`src/rtl/memory_access_unit_if.sv`:
```
// Bundles the request/response handshake and the data-RAM bus of memory_access_unit.
//   master : the environment (datapath/controller and the data RAM). It drives start,
//            memory_control, address, write_data and ram_read_data.
//   slave  : the memory access unit. It drives read_data, busy, done and the RAM
//            address, strobe, lane mask and write data.
interface memory_access_unit_if #(
  parameter int unsigned ADDR_WIDTH = 32,
  parameter int unsigned DATA_WIDTH = 32
);

  logic                    start;
  logic [3:0]              memory_control;
  logic [ADDR_WIDTH-1:0]   address;
  logic [DATA_WIDTH-1:0]   write_data;
  logic [DATA_WIDTH-1:0]   read_data;
  logic                    busy;
  logic                    done;
  logic [ADDR_WIDTH-3:0]   ram_address;
  logic                    ram_write_enable;
  logic [DATA_WIDTH/8-1:0] ram_byte_enable;
  logic [DATA_WIDTH-1:0]   ram_write_data;
  logic [DATA_WIDTH-1:0]   ram_read_data;

  modport master (
    output start, memory_control, address, write_data, ram_read_data,
    input  read_data, busy, done, ram_address, ram_write_enable, ram_byte_enable,
           ram_write_data
  );

  modport slave (
    input  start, memory_control, address, write_data, ram_read_data,
    output read_data, busy, done, ram_address, ram_write_enable, ram_byte_enable,
           ram_write_data
  );

endinterface

```
`src/rtl/memory_access_unit.sv`:
```
// Load/store unit between the RV32I datapath and a word-wide synchronous data RAM.
// Handles byte/halfword/word lanes, sign/zero extension and misaligned accesses that
// straddle two RAM words (two writes for stores, two reads for loads).
// Ports:
//   clock  : rising-edge system clock
//   reset  : asynchronous active-low reset; aborts any access in flight
//   bus    : slave side of memory_access_unit_if
//            start/memory_control/address/write_data -> request (accepted in IDLE only)
//            read_data/busy/done                     -> result and status
//            ram_*                                   -> data RAM port (1-cycle read latency)
module memory_access_unit #(
  parameter int unsigned ADDR_WIDTH = 32,
  parameter int unsigned DATA_WIDTH = 32
) (
  input logic                 clock,
  input logic                 reset,
  memory_access_unit_if.slave bus
);

  localparam int unsigned WordAddrWidth = ADDR_WIDTH - 2;

  typedef enum logic [2:0] {
    StIdle,
    StIssue0,
    StIssue1,
    StCapture0,
    StCapture1,
    StDone
  } state_e;

  state_e                  state_q, state_d;
  logic [3:0]              ctrl_q;
  logic [ADDR_WIDTH-1:0]   addr_q;
  logic [DATA_WIDTH-1:0]   wdata_q;
  logic [DATA_WIDTH-1:0]   low_q;
  logic [DATA_WIDTH-1:0]   read_data_q;

  logic                    accept;
  logic                    is_store;
  logic                    is_unsigned;
  logic [1:0]              size;
  logic                    reserved;
  logic [1:0]              offset;
  logic [WordAddrWidth-1:0] w0, w1;
  logic [3:0]              mask;
  logic                    misaligned;
  logic [5:0]              bit_shift;
  logic [7:0]              mask_wide;
  logic [2*DATA_WIDTH-1:0] wdata_wide;
  logic [2*DATA_WIDTH-1:0] dword;
  logic [DATA_WIDTH-1:0]   slice;
  logic [DATA_WIDTH-1:0]   load_result;
  logic                    rd_update;

  assign accept      = (state_q == StIdle) && bus.start;
  assign is_store    = ctrl_q[3];
  assign is_unsigned = ctrl_q[2];
  assign size        = ctrl_q[1:0];
  assign reserved    = (size == 2'b11);
  assign offset      = addr_q[1:0];
  assign w0          = addr_q[ADDR_WIDTH-1:2];
  assign w1          = w0 + WordAddrWidth'(1);   // wraps modulo 2^30
  assign bit_shift   = {1'b0, offset, 3'b000};

  always_comb begin
    mask       = 4'b0000;
    misaligned = 1'b0;
    case (size)
      2'b00: mask = 4'b0001;
      2'b01: begin
        mask       = 4'b0011;
        misaligned = (offset == 2'd3);
      end
      2'b10: begin
        mask       = 4'b1111;
        misaligned = (offset != 2'd0);
      end
      default: ;
    endcase
  end

  // Lane-positioned mask and store data over two words: low half goes to w0, high half to w1.
  assign mask_wide  = {4'b0000, mask} << offset;
  assign wdata_wide = {{DATA_WIDTH{1'b0}}, wdata_q} << bit_shift;

  // The high word only exists once CAPTURE1 sees the second read; aligned loads finish from
  // CAPTURE0 with the first read still on the RAM port.
  assign dword = (state_q == StCapture1) ? {bus.ram_read_data, low_q}
                                         : {{DATA_WIDTH{1'b0}}, bus.ram_read_data};
  assign slice = dword[bit_shift +: DATA_WIDTH];

  always_comb begin
    load_result = '0;
    case (size)
      2'b00: load_result = {{(DATA_WIDTH-8){~is_unsigned & slice[7]}}, slice[7:0]};
      2'b01: load_result = {{(DATA_WIDTH-16){~is_unsigned & slice[15]}}, slice[15:0]};
      2'b10: load_result = slice;
      default: load_result = '0;
    endcase
  end

  // Stores leave read_data untouched; reserved-size requests of either kind clear it.
  assign rd_update = (state_d == StDone) && (!is_store || reserved);

  always_ff @(posedge clock or negedge reset) begin
    if (!reset) begin
      state_q     <= StIdle;
      ctrl_q      <= '0;
      addr_q      <= '0;
      wdata_q     <= '0;
      low_q       <= '0;
      read_data_q <= '0;
    end else begin
      state_q <= state_d;
      if (accept) begin
        ctrl_q  <= bus.memory_control;
        addr_q  <= bus.address;
        wdata_q <= bus.write_data;
      end
      if (state_q == StCapture0) begin
        low_q <= bus.ram_read_data;
      end
      if (rd_update) begin
        read_data_q <= load_result;
      end
    end
  end

  always_comb begin
    state_d              = state_q;
    bus.busy             = (state_q != StIdle);
    bus.done             = 1'b0;
    bus.ram_address      = '0;
    bus.ram_write_enable = 1'b0;
    bus.ram_byte_enable  = '0;
    bus.ram_write_data   = '0;
    bus.read_data        = read_data_q;

    unique case (state_q)
      StIdle: begin
        if (bus.start) begin
          state_d = StIssue0;
        end
      end
      StIssue0: begin
        bus.ram_address = w0;
        if (reserved) begin
          state_d = StDone;
        end else begin
          bus.ram_byte_enable = mask_wide[3:0];
          if (is_store) begin
            bus.ram_write_enable = 1'b1;
            bus.ram_write_data   = wdata_wide[DATA_WIDTH-1:0];
            state_d              = misaligned ? StIssue1 : StDone;
          end else begin
            state_d = StCapture0;
          end
        end
      end
      StIssue1: begin
        bus.ram_address      = w1;
        bus.ram_byte_enable  = mask_wide[7:4];
        bus.ram_write_enable = 1'b1;
        bus.ram_write_data   = wdata_wide[2*DATA_WIDTH-1:DATA_WIDTH];
        state_d              = StDone;
      end
      StCapture0: begin
        // Present the second word now so its data arrives in CAPTURE1.
        if (misaligned) begin
          bus.ram_address = w1;
          state_d         = StCapture1;
        end else begin
          state_d = StDone;
        end
      end
      StCapture1: begin
        state_d = StDone;
      end
      StDone: begin
        bus.done = 1'b1;
        state_d  = StIdle;
      end
      default: state_d = StIdle;
    endcase
  end

endmodule

```
`src/flat_wrapper.sv`:
```
// flat-port wrapper written by rule: the top's interface ports become plain ports
module memory_access_unit_flat 
#(
  parameter int unsigned ADDR_WIDTH = 32,
  parameter int unsigned DATA_WIDTH = 32
)
  (clock, reset, bus_start, bus_memory_control, bus_address, bus_write_data, bus_ram_read_data, bus_read_data, bus_busy, bus_done, bus_ram_address, bus_ram_write_enable, bus_ram_byte_enable, bus_ram_write_data);
  memory_access_unit_if #(.ADDR_WIDTH(ADDR_WIDTH), .DATA_WIDTH(DATA_WIDTH)) bus_i ();
  input logic clock;
  input logic reset;
  input wire logic [$bits(bus_i.start)-1:0] bus_start;
  input wire logic [$bits(bus_i.memory_control)-1:0] bus_memory_control;
  input wire logic [$bits(bus_i.address)-1:0] bus_address;
  input wire logic [$bits(bus_i.write_data)-1:0] bus_write_data;
  input wire logic [$bits(bus_i.ram_read_data)-1:0] bus_ram_read_data;
  output wire logic [$bits(bus_i.read_data)-1:0] bus_read_data;
  output wire logic [$bits(bus_i.busy)-1:0] bus_busy;
  output wire logic [$bits(bus_i.done)-1:0] bus_done;
  output wire logic [$bits(bus_i.ram_address)-1:0] bus_ram_address;
  output wire logic [$bits(bus_i.ram_write_enable)-1:0] bus_ram_write_enable;
  output wire logic [$bits(bus_i.ram_byte_enable)-1:0] bus_ram_byte_enable;
  output wire logic [$bits(bus_i.ram_write_data)-1:0] bus_ram_write_data;
  assign bus_i.start = bus_start;
  assign bus_i.memory_control = bus_memory_control;
  assign bus_i.address = bus_address;
  assign bus_i.write_data = bus_write_data;
  assign bus_i.ram_read_data = bus_ram_read_data;
  assign bus_read_data = bus_i.read_data;
  assign bus_busy = bus_i.busy;
  assign bus_done = bus_i.done;
  assign bus_ram_address = bus_i.ram_address;
  assign bus_ram_write_enable = bus_i.ram_write_enable;
  assign bus_ram_byte_enable = bus_i.ram_byte_enable;
  assign bus_ram_write_data = bus_i.ram_write_data;
  memory_access_unit #(.ADDR_WIDTH(ADDR_WIDTH), .DATA_WIDTH(DATA_WIDTH)) u_core (.clock(clock), .reset(reset), .bus(bus_i));
endmodule
```
`config.mk`:
```
export PLATFORM = sky130hd
export DESIGN_NAME = memory_access_unit_flat
export DESIGN_NICKNAME = d
export VERILOG_FILES = /design/src/rtl/memory_access_unit_if.sv /design/src/rtl/memory_access_unit.sv /design/src/flat_wrapper.sv
export SDC_FILE = /design/constraint.sdc
export NUM_CORES = 1
export LEC_CHECK = 0
export CAP_MARGIN = 10
export CELL_PAD_IN_SITES_DETAIL_PLACEMENT = 1
export CELL_PAD_IN_SITES_GLOBAL_PLACEMENT = 1
export CORE_MARGIN = 2
export CORE_UTILIZATION = 42
export DETAILED_ROUTE_END_ITERATION = 6
export GPL_ROUTABILITY_DRIVEN = 0
export PLACE_DENSITY = 0.95
export SYNTH_ARGS = -nofsm -noshare
export SYNTH_HDL_FRONTEND = slang
export SYNTH_SLANG_ARGS = --single-unit
export TNS_END_PERCENT = 10
```
`constraint.sdc`:
```
create_clock -name clock -period 3.8 [get_ports clock]
set_clock_uncertainty 0.05 [all_clocks]
set_input_delay 0.38 -clock clock [delete_from_list [all_inputs] [get_ports clock]]
set_output_delay 0.38 -clock clock [all_outputs]
set_load 0.02 [all_outputs]
```
==> flow_summary.toml, run 1 <==
[yosys]
avgSynthCellArea_sq_um = 9.92
synth_top_area_frac = 0.398
netlist_top_cells_count = "dfrtp_1 (135), mux2i_1 (101), mux2_2 (97), nand2_1 (70), o21ai_0 (41)"
ys_seq_area_frac = 0.398
synth_nets = 965
synthCells = 856
yosys_register_bits = 135
synth_most_common_cell = "dfrtp_1"
ys_warn_count = 0
synth_top_cells_by_area = "dfrtp_1 (40%), mux2_2 (13%), mux2i_1 (12%)"
async_reset_ff_frac = 1.00
yosys_most_used_dff = "dfrtp_1"
synth_edf_count = 0
netlist_area_sq_um = 8490
synthDistinctLibCells = 63
yosysTopAreaCell = "dfrtp_1"

[flow_run]
maxCapViolCount = 0

[clock_tree]
clock_latency_ns = 0.42
post-cts-setup-buffer-count = 0
cts_resized = 0
cts_root_buf = "clkbuf_16"
cts-buffers-inserted = 17
cts_htree_levels = 4
clockBufferDepth = 2
hold_buffers = 0
clkSlewWorstSetupHoldPaths_ns = 0.06
cts.sinks = 135
tritoncts = "built"

[sta]
worst_slack_ns = 0.0706
finalCritPeriodShare = 0.981
relSlewSlack = 0.319
min_period_ns = 3.73
timing.fmax_mhz = 268
hold_viol_final = 0
setup_violations = 0
final_max_slew_viol_count = 0
worstMarginPinSlew_ns = 1.02

[place]
dpl-instance-area_sq_um = 10800
post-place-ws_ns = 0.499
dpl.hpwl_mm = 22.5
dpl.cell_count = 1282
port_buffers = 203

[grt]
grt_pass1_wl_mm = 50.3
grtUsageTotal = 0.302
grt_overflow = 0
grt_max_degree = 98
antenna_found_initial = 2
grt_pass1_vias = 8682

[routing]
vias = 8369
routed_wl_mm = 32.6
dr.pass1.iters = 5
first_iter_violations = 512
ant_nets = 0
drcViolationCount = 0
wl_per_cell_microns = 24.8
via_per_inst = 6.35

[finish]
areaGrowthSynthToFinish_pct = 34.7
drive_above_1_share = 0.167
final_cells = 1317
multi_input_area_sq_um = 4770
fin_nets = 1140
final_core_util = 0.571
stdcell_area_sq_um = 11400
regArea_sq_um = 3380
nFillCells = 2223

[setup_path]
crit_family = "buffers and inverters"
cp-end-kind = "output pin"
crit_path_max_fanout = 34
worstPathCellList = "inv_1 -> ha_2 -> and3_1 -> a311oi_2 -> buf_4 -> nor2_2 -> buf_6 -> a21oi_1 -> o21bai_1 -> clkdlybuf4s50_1"
crit_required_ns = 3.37
critPathMaxStageDelay_ns = 0.67
arrival_ns = 3.30
startpoint_type = "flop"
critPathBufInv = 4
slowest_stage = "clkdlybuf4s50_1"
path_class = "reg -> out"

[power]
power_density_nw_per_um2 = 902
p_leak_nw = 4.56
peakVddDrop_mv = 0.446
p_total_mw = 10.3

[floorplanning]
die_w_microns = 146
initial_core_util = 0.424
dieArea_sq_um = 21400
ios = 204
die_h_microns = 146
coreArea_sq_um = 20000
rows = 52

[hold_path]
hold_path_class = "in -> async"

[run_status]
outcome = "finished clean"
==> registers in the layout, summed over array words and instances, names as in the netlist <==
register and cells:
u_core.addr_q 32, u_core.bus.read_data 32, u_core.low_q 32, u_core.wdata_q 32
u_core.ctrl_q 4, u_core.state_q 3
==> placed cells by master, fill, tap and decap left out, types with 3 or more instances in the layout <==
master,synthesis,routed
dfrtp_1,135,132
nand4b_1,3,3
nor2_1,30,29
buf_4,2,23
nor3_1,11,11
or3_1,10,10
clkdlybuf4s50_1,0,202
a221o_1,7,7
bufinv_16,0,4
and3_1,8,8
a22oi_1,25,25
o22ai_1,12,12
o21ai_0,41,41
ha_1,6,4
clkbuf_16,0,17
a31oi_1,11,11
nor2b_1,3,3
a21oi_1,36,36
o2bb2ai_1,8,8
nand2b_1,8,7
o221ai_1,9,9
o211ai_1,12,12
a211oi_1,9,9
o311ai_1,7,7
clkbuf_8,0,5
mux2i_1,101,101
nor3b_1,3,3
and2_1,10,9
diode_2,0,3
nand2_1,70,70
nand3_1,28,28
nand4_1,17,17
mux2_2,97,97
o21ai_1,11,11
inv_1,17,17
==> worst register-to-register path: cells and delay by family (launching register included) <==
kind / cells / cell delay (ns)
AND/OR/NAND/NOR: 2 / 1.18
buffers and inverters: 1 / 0.41
flip-flops: 1 / 0.66
AO/OA/AOI/OAI: 2 / 0.70
==> metrics by stage <==
step / TNS (ns) / hold slack [ns]
detailed placement: 0 / 0.434
CTS: 0 / 0.0650
global route: -0.0169 / 0.0936
floorplan: 0 / 0.0344
global placement: 0 / 0.418
finish: 0 / 0.0371
==> final cells by class <==
cell class              count  area share
repair buffers            227       0.194
clock buffers              22      0.0432
flip-flops and latches    135       0.296
multi-input cells         633       0.417
diodes                      3    0.000656
well taps                 270      0.0295
clock inverters            10      0.0143
inverters                  17     0.00558
==> power breakdown <==
part	switching [mW]	internal, mW	leakage, nW
Sequential	0.861	2.13	1.65
Combinational	3.00	2.47	2.59
Clock	0.671	1.19	0.323
Total	4.53	5.79	4.56
==> routing by layer <==
layer / track usage / vias to the layer above / routed length (microns)
li1: - / 3572 / -
met1: 0.372 / 4198 / 12600
met2: 0.521 / 513 / 16200
met3: 0.0731 / 86 / 2820
met4: 0.102 / 0 / 980
met5: 0 / - / 0
==> final timing paths <==
check                                                     from                                    to  slack (ns)  cells past startpoint
max                               u_core.ctrl_q[1]$_DFFE_PN0P_                   bus_ram_address[29]        0.07                     10
max in group asynchronous                                reset           u_core.state_q[1]$_DFF_PN0_        2.75                      2
min in group clock         u_core.bus.read_data[2]$_DFFE_PN0P_   u_core.bus.read_data[2]$_DFFE_PN0P_        0.44                      2
max reg2reg                        u_core.state_q[2]$_DFF_PN0_  u_core.bus.read_data[28]$_DFFE_PN0P_        0.75                      5
min reg2reg                u_core.bus.read_data[2]$_DFFE_PN0P_   u_core.bus.read_data[2]$_DFFE_PN0P_        0.44                      2
min                                                      reset   u_core.bus.read_data[9]$_DFFE_PN0P_        0.04                      1
==> logic make-up (layout without fill, tap and decap cells) <==
logic type | Yosys count | after routing | share of synthesized area
adders and majority gates | 6 | 6 | 0.00884
and+or+nand+nor | 217 | 217 | 0.131
muxes | 199 | 199 | 0.250
buffers and inverters | 88 | 276 | 0.0443
AOI/OAI and AO/OA | 211 | 211 | 0.168
other | 0 | 3 | 0
DFF | 135 | 135 | 0.398
Note: power is estimated with default switching activity, not from simulation.
==> run 2: changes to the inputs <==
--- a/config.mk
+++ b/config.mk
@@ -13,6 +13,8 @@
 export DETAILED_ROUTE_END_ITERATION = 6
 export GPL_ROUTABILITY_DRIVEN = 0
 export PLACE_DENSITY = 0.95
+export SETUP_SLACK_MARGIN = 0.5
+export SLEW_MARGIN = 20
 export SYNTH_ARGS = -nofsm -noshare
 export SYNTH_HDL_FRONTEND = slang
 export SYNTH_SLANG_ARGS = --single-unit
==> run 2 against run 1 <==
Net effect: utilization rose by 0.56 points; register-to-register slack improved by 0.06 ns; critical path type unchanged; clock power barely moved; critical path depth did not move; first-iteration DRC count rose by 18%; sequential cell count did not move; via count barely moved; worst hold slack got worse by 0.0096 ns; highest routed layer unchanged.
==> flow_summary.toml, run 2 (same netlist as run 1, synthesis figures left out) <==
[clock_tree]
cts_root_buf = "clkbuf_16"
tritoncts = "built"
cts.sinks = 135
cts_htree_levels = 4
clkSlewWorstSetupHoldPaths_ns = 0.06
clock_latency_ns = 0.43
clockBufferDepth = 2
cts-buffers-inserted = 17
hold_buffers = 0

[sta]
whs_ns = 0.0275
rsz0062_at_grt = "true"
setup_violations = 0
hold_viol_final = 0
final_max_slew_viol_count = 0
setup_tns_ns = 0
worst_slack_ns = 0.227
finalCritPeriodShare = 0.940
min_period_ns = 3.57
worstMarginPinSlew_ns = 1.01
timing.fmax_mhz = 280
relSlewSlack = 0.325

[place]
port_buffers = 203
dpl.cell_count = 1282
dpl.hpwl_mm = 22.5
post-place-ws_ns = 0.499
dpl-instance-area_sq_um = 10800

[power]
p_int_mw = 5.79
p_comb_frac = 0.530
peakVddDrop_mv = 0.408
power_density_nw_per_um2 = 900
switchingPower_mw = 4.60
switching_share = 0.443
p_leak_nw = 4.70
p_clk_frac = 0.180
sequentialPowerShare = 0.290

[routing]
drcViolationCount = 0
ant_nets = 0
routed_wl_mm = 33.3
vias = 8363
wl_per_cell_microns = 25.2
first_iter_violations = 606
dr.pass1.iters = 5
via_per_inst = 6.33

[setup_path]
arrival_ns = 3.14
crit_family = "buffers and inverters"
critPathBufInv = 4
r2r_cells = 6
cp-end-kind = "output pin"
reg2reg_to = "u_core.bus.read_data[20]$_DFFE_PN0P_"
ff2ff_setup_slack_ns = 0.81
path_common_cell = "a21oi_1"
worstPathCellList = "inv_2 -> ha_2 -> and3_1 -> a311oi_2 -> buf_4 -> nor2_2 -> buf_12 -> a21oi_1 -> a21oi_1 -> clkdlybuf4s50_1"
critPathMaxStageDelay_ns = 0.63
rr_startpoint = "u_core.addr_q[1]$_DFFE_PN0P_"
slowest_stage = "clkdlybuf4s50_1"
startpoint = "u_core.ctrl_q[1]$_DFFE_PN0P_"
path_class = "reg -> out"
crit_required_ns = 3.37
crit_path_max_fanout = 34
startpoint_type = "flop"

[floorplanning]
rows = 52
die_h_microns = 146
dieArea_sq_um = 21400
initial_core_util = 0.424
coreArea_sq_um = 20000
ios = 204
die_w_microns = 146

[grt]
grt_pass1_wl_mm = 50.5
grt_overflow = 0
grt_max_degree = 98
grt_pass1_vias = 8724
grtUsageTotal = 0.304
antenna_found_initial = 2

[finish]
areaGrowthSynthToFinish_pct = 36.0
final_common_cell = "clkdlybuf4s50_1"
final_cells = 1321
nFillCells = 2213
final_cell_mix = "clkdlybuf4s50_1 (184), dfrtp_1 (130), mux2i_1 (101)"
drive_above_1_share = 0.185
fin_nets = 1145
stdcell_area_sq_um = 11500

[run_status]
outcome = "finished clean"

[hold_path]
hold_path_class = "in -> async"

[flow_run]
maxCapViolCount = 0
-- run 2: cell count changes in the layout (fill, tap and decap cells not counted), sizes merged --
| cell | change |
|---|---|
| clkdlybuf4s50 | -18 |
| buf | +5 |
| dlymetal6s2s | +4 |
| dlygate4sd2 | +12 |
| diode | -1 |
| clkdlybuf4s15 | +2 |
-- run 2: power by group through the flow --
stage	combinational [mW]	sequential, mW	clock [mW]
2_1_floorplan	3.49	2.69	0
3_3_place_gp	5.10	2.87	0
3_5_place_dp	5.33	2.95	0
4_1_cts	5.41	2.95	1.88
5_1_grt	5.83	3.09	1.94
6_report	5.51	3.01	1.87
-- run 2: worst register-to-register path: cells and delay by family (launching register included) --
| kind | cells | cell delay (ns) |
|---|---|---|
| AO/OA/AOI/OAI | 3 | 0.98 |
| buffers and inverters | 1 | 0.36 |
| flip-flops | 1 | 0.52 |
| AND/OR/NAND/NOR | 2 | 0.95 |
-- run 2: worst max path at each step --
stage / end / slack [ns] / cells past startpoint
final: bus_ram_address[22] / 0.23 / 10
after global routing: bus_ram_address[6] / 0.12 / 10
after CTS: bus_ram_byte_enable[2] / 0.23 / 6
after detailed placement: bus_ram_address[21] / 0.50 / 8
after global placement: bus_ram_byte_enable[2] / 0.60 / 6
after floorplan: bus_ram_address[20] / 1.12 / 9
-- run 2: stage by stage --
stage	utilization	total power, mW
5_1_grt	0.576	10.9
3_5_place_dp	0.537	8.28
3_3_place_gp	0.537	7.97
2_1_floorplan	-	6.18
4_1_cts	0.572	10.2
6_report	0.576	10.4
-- run 2: final cells by class --
cell class,instances,area [sq um],share of cell area
antenna,2,5.00,0.000433
clock buffer,22,494,0.0428
clock inverter,10,164,0.0142
inverter,17,63.8,0.00552
multi-input combinational,633,4830,0.418
sequential,135,3390,0.293
tap,270,338,0.0292
timing repair buffer,232,2270,0.197
-- run 2: what timing repair did --
item / 4_1_cts / 5_1_grt
setup buffers: 1 / 4
gates resized for setup: 30 / 16
endpoints found under the setup margin: 58 / 58
pin swaps: 1 / 2
-- run 2: layer usage --
layer / part of all wire / wire [microns] / global-route usage / vias up
met3: 0.082 / 2730 / 0.0700 / 79
met5: 0 / 0 / 0 / -
li1: - / - / - / 3589
met1: 0.39 / 12900 / 0.376 / 4221
met4: 0.028 / 919 / 0.107 / 0
met2: 0.50 / 16700 / 0.521 / 474
==> run 3: changes to the inputs <==
--- a/config.mk
+++ b/config.mk
@@ -5,7 +5,7 @@
 export SDC_FILE = /design/constraint.sdc
 export NUM_CORES = 1
 export LEC_CHECK = 0
-export CAP_MARGIN = 10
+export CAP_MARGIN = 20
 export CELL_PAD_IN_SITES_DETAIL_PLACEMENT = 1
 export CELL_PAD_IN_SITES_GLOBAL_PLACEMENT = 1
 export CORE_MARGIN = 2
==> results of run 3 <==
No change in the layout: final DEF, timing and power equal those of run 2.
==> patch (config.mk and constraints of run 1) <==
Re-encode `state_e` (6 states) as Gray code, 3 bits wide.
--- a/src/rtl/memory_access_unit.sv
+++ b/src/rtl/memory_access_unit.sv
@@ -20,12 +20,12 @@
   localparam int unsigned WordAddrWidth = ADDR_WIDTH - 2;
 
   typedef enum logic [2:0] {
-    StIdle,
-    StIssue0,
-    StIssue1,
-    StCapture0,
-    StCapture1,
-    StDone
+    StIdle     = 3'b000,
+    StIssue0   = 3'b001,
+    StIssue1   = 3'b011,
+    StCapture0 = 3'b010,
+    StCapture1 = 3'b110,
+    StDone     = 3'b111
   } state_e;
 
   state_e                  state_q, state_d;
Check against the original RTL: same outputs for any inputs over 4 cycles, from zero or initial values and one cycle with reset low; so few cycles prove little.
==> patch against run 1 <==
Hold slack worse by 65 ps. Sequential cell count unchanged. Clock power rose by 6%. Setup slack improved by 78 ps. Area after synthesis is 1.7% higher. Total power is 3.7% higher. Cell area up 1.3%. Critical path type unchanged. Wire length shrank 3.4%. Utilization increased by 0.17 points. Combinational power grew 5.3%. The run now ends with hold timing left.
==> patch: results <==
export IMPL_hold_viol_final=6
export IMPL_antenna_found_initial=0
export IMPL_r2r_slack_ps=930
export IMPL_outcome="complete, but fails checks"
export IMPL_synth_nets=980
export IMPL_finalWorstSetupSlack_ps=149
export IMPL_synth_common_cells="dfrtp_1, mux2i_1, mux2_2, nand2_1, o21ai_0"
export IMPL_critPathMaxStageDelay_ps=650
export IMPL_crit_end="bus_ram_address[20]"
export IMPL_sw_frac_of_total=0.441
export IMPL_grt_pass1_vias=8686
export IMPL_preCtsSetupSlack_ps=595
export IMPL_vias=8175
export IMPL_ys_seq_area_frac=0.391
export IMPL_muxShareOfSynthArea=0.246
export IMPL_wire_per_inst_um=23.6
export IMPL_diodes=0
export IMPL_synth_area_leaders="dfrtp_1, mux2i_1, mux2_2"
export IMPL_nets=1164
export IMPL_whs_ps=-28.2
export IMPL_met3_usage=0.0577
export IMPL_grt_use_met2=0.498
export IMPL_dr_first_iter_drc_count=594
export IMPL_worst_pin_slew_ps=968
export IMPL_met3_length_um=1930
export IMPL_grt_first_pass_wirelength_um=49300
export IMPL_synthAdderAreaFrac=0.00869
export IMPL_drive_gt1_frac=0.163
export IMPL_r2r_start="u_core.state_q[0]$_DFF_PN0_"
export IMPL_grt_use_met1=0.369
export IMPL_reg2reg_depth=6
export IMPL_yosysUniqueCellTypes=68
export IMPL_synth_compound_area_share=0.183
export IMPL_met1Wirelength_um=13100
export IMPL_worstSetupStartpoint="u_core.ctrl_q[0]$_DFFE_PN0P_"
export IMPL_cp_data_arrival_time_ps=3220
export IMPL_crit_path_max_fanout=18
export IMPL_max_vdd_ir_drop_uv=431
export IMPL_leakagePower_uw=0.00463
export IMPL_grtUsageTotal=0.288
export IMPL_violations="hold timing"
-- patch: cell types whose count changed after synthesis, sizes merged, moves of 11 or more --
cell           run 1  this run
a21oi             36        54
a22oi             25         8
o21ai             52        74
buf               32        43
nor2              31        48
clkbuf            39        18
nand2             70        83
-- patch: area by class of cell --
type                       instances  area (sq um)
sequential                       135          3380
timing repair buffer             226          2230
tap                              270           338
fill                            2203          8650
multi-input combinational        657          4870
clock buffer                      22           484
inverter                          18          67.6
clock inverter                    10           214
-- patch: metrics by stage --
stage                     instances  power [uW]  utilization  cell area, sq um
after floorplan                 871        6510            -              8640
after global placement         1306        8240        0.537             10900
after detailed placement       1306        8550        0.537             10900
after CTS                      1338       10700        0.572             11600
after global routing           1338       11200        0.573             11600
final                          1338       10700        0.573             11600
-- patch: power groups by stage --
stage	Sequential [uW]	Clock, uW	Combinational (uW)
floorplan	2770	0	3740
CTS	2920	2000	5740
global placement	2840	0	5400
detailed placement	2920	0	5630
finish	2960	1980	5760
global route	3050	2070	6130
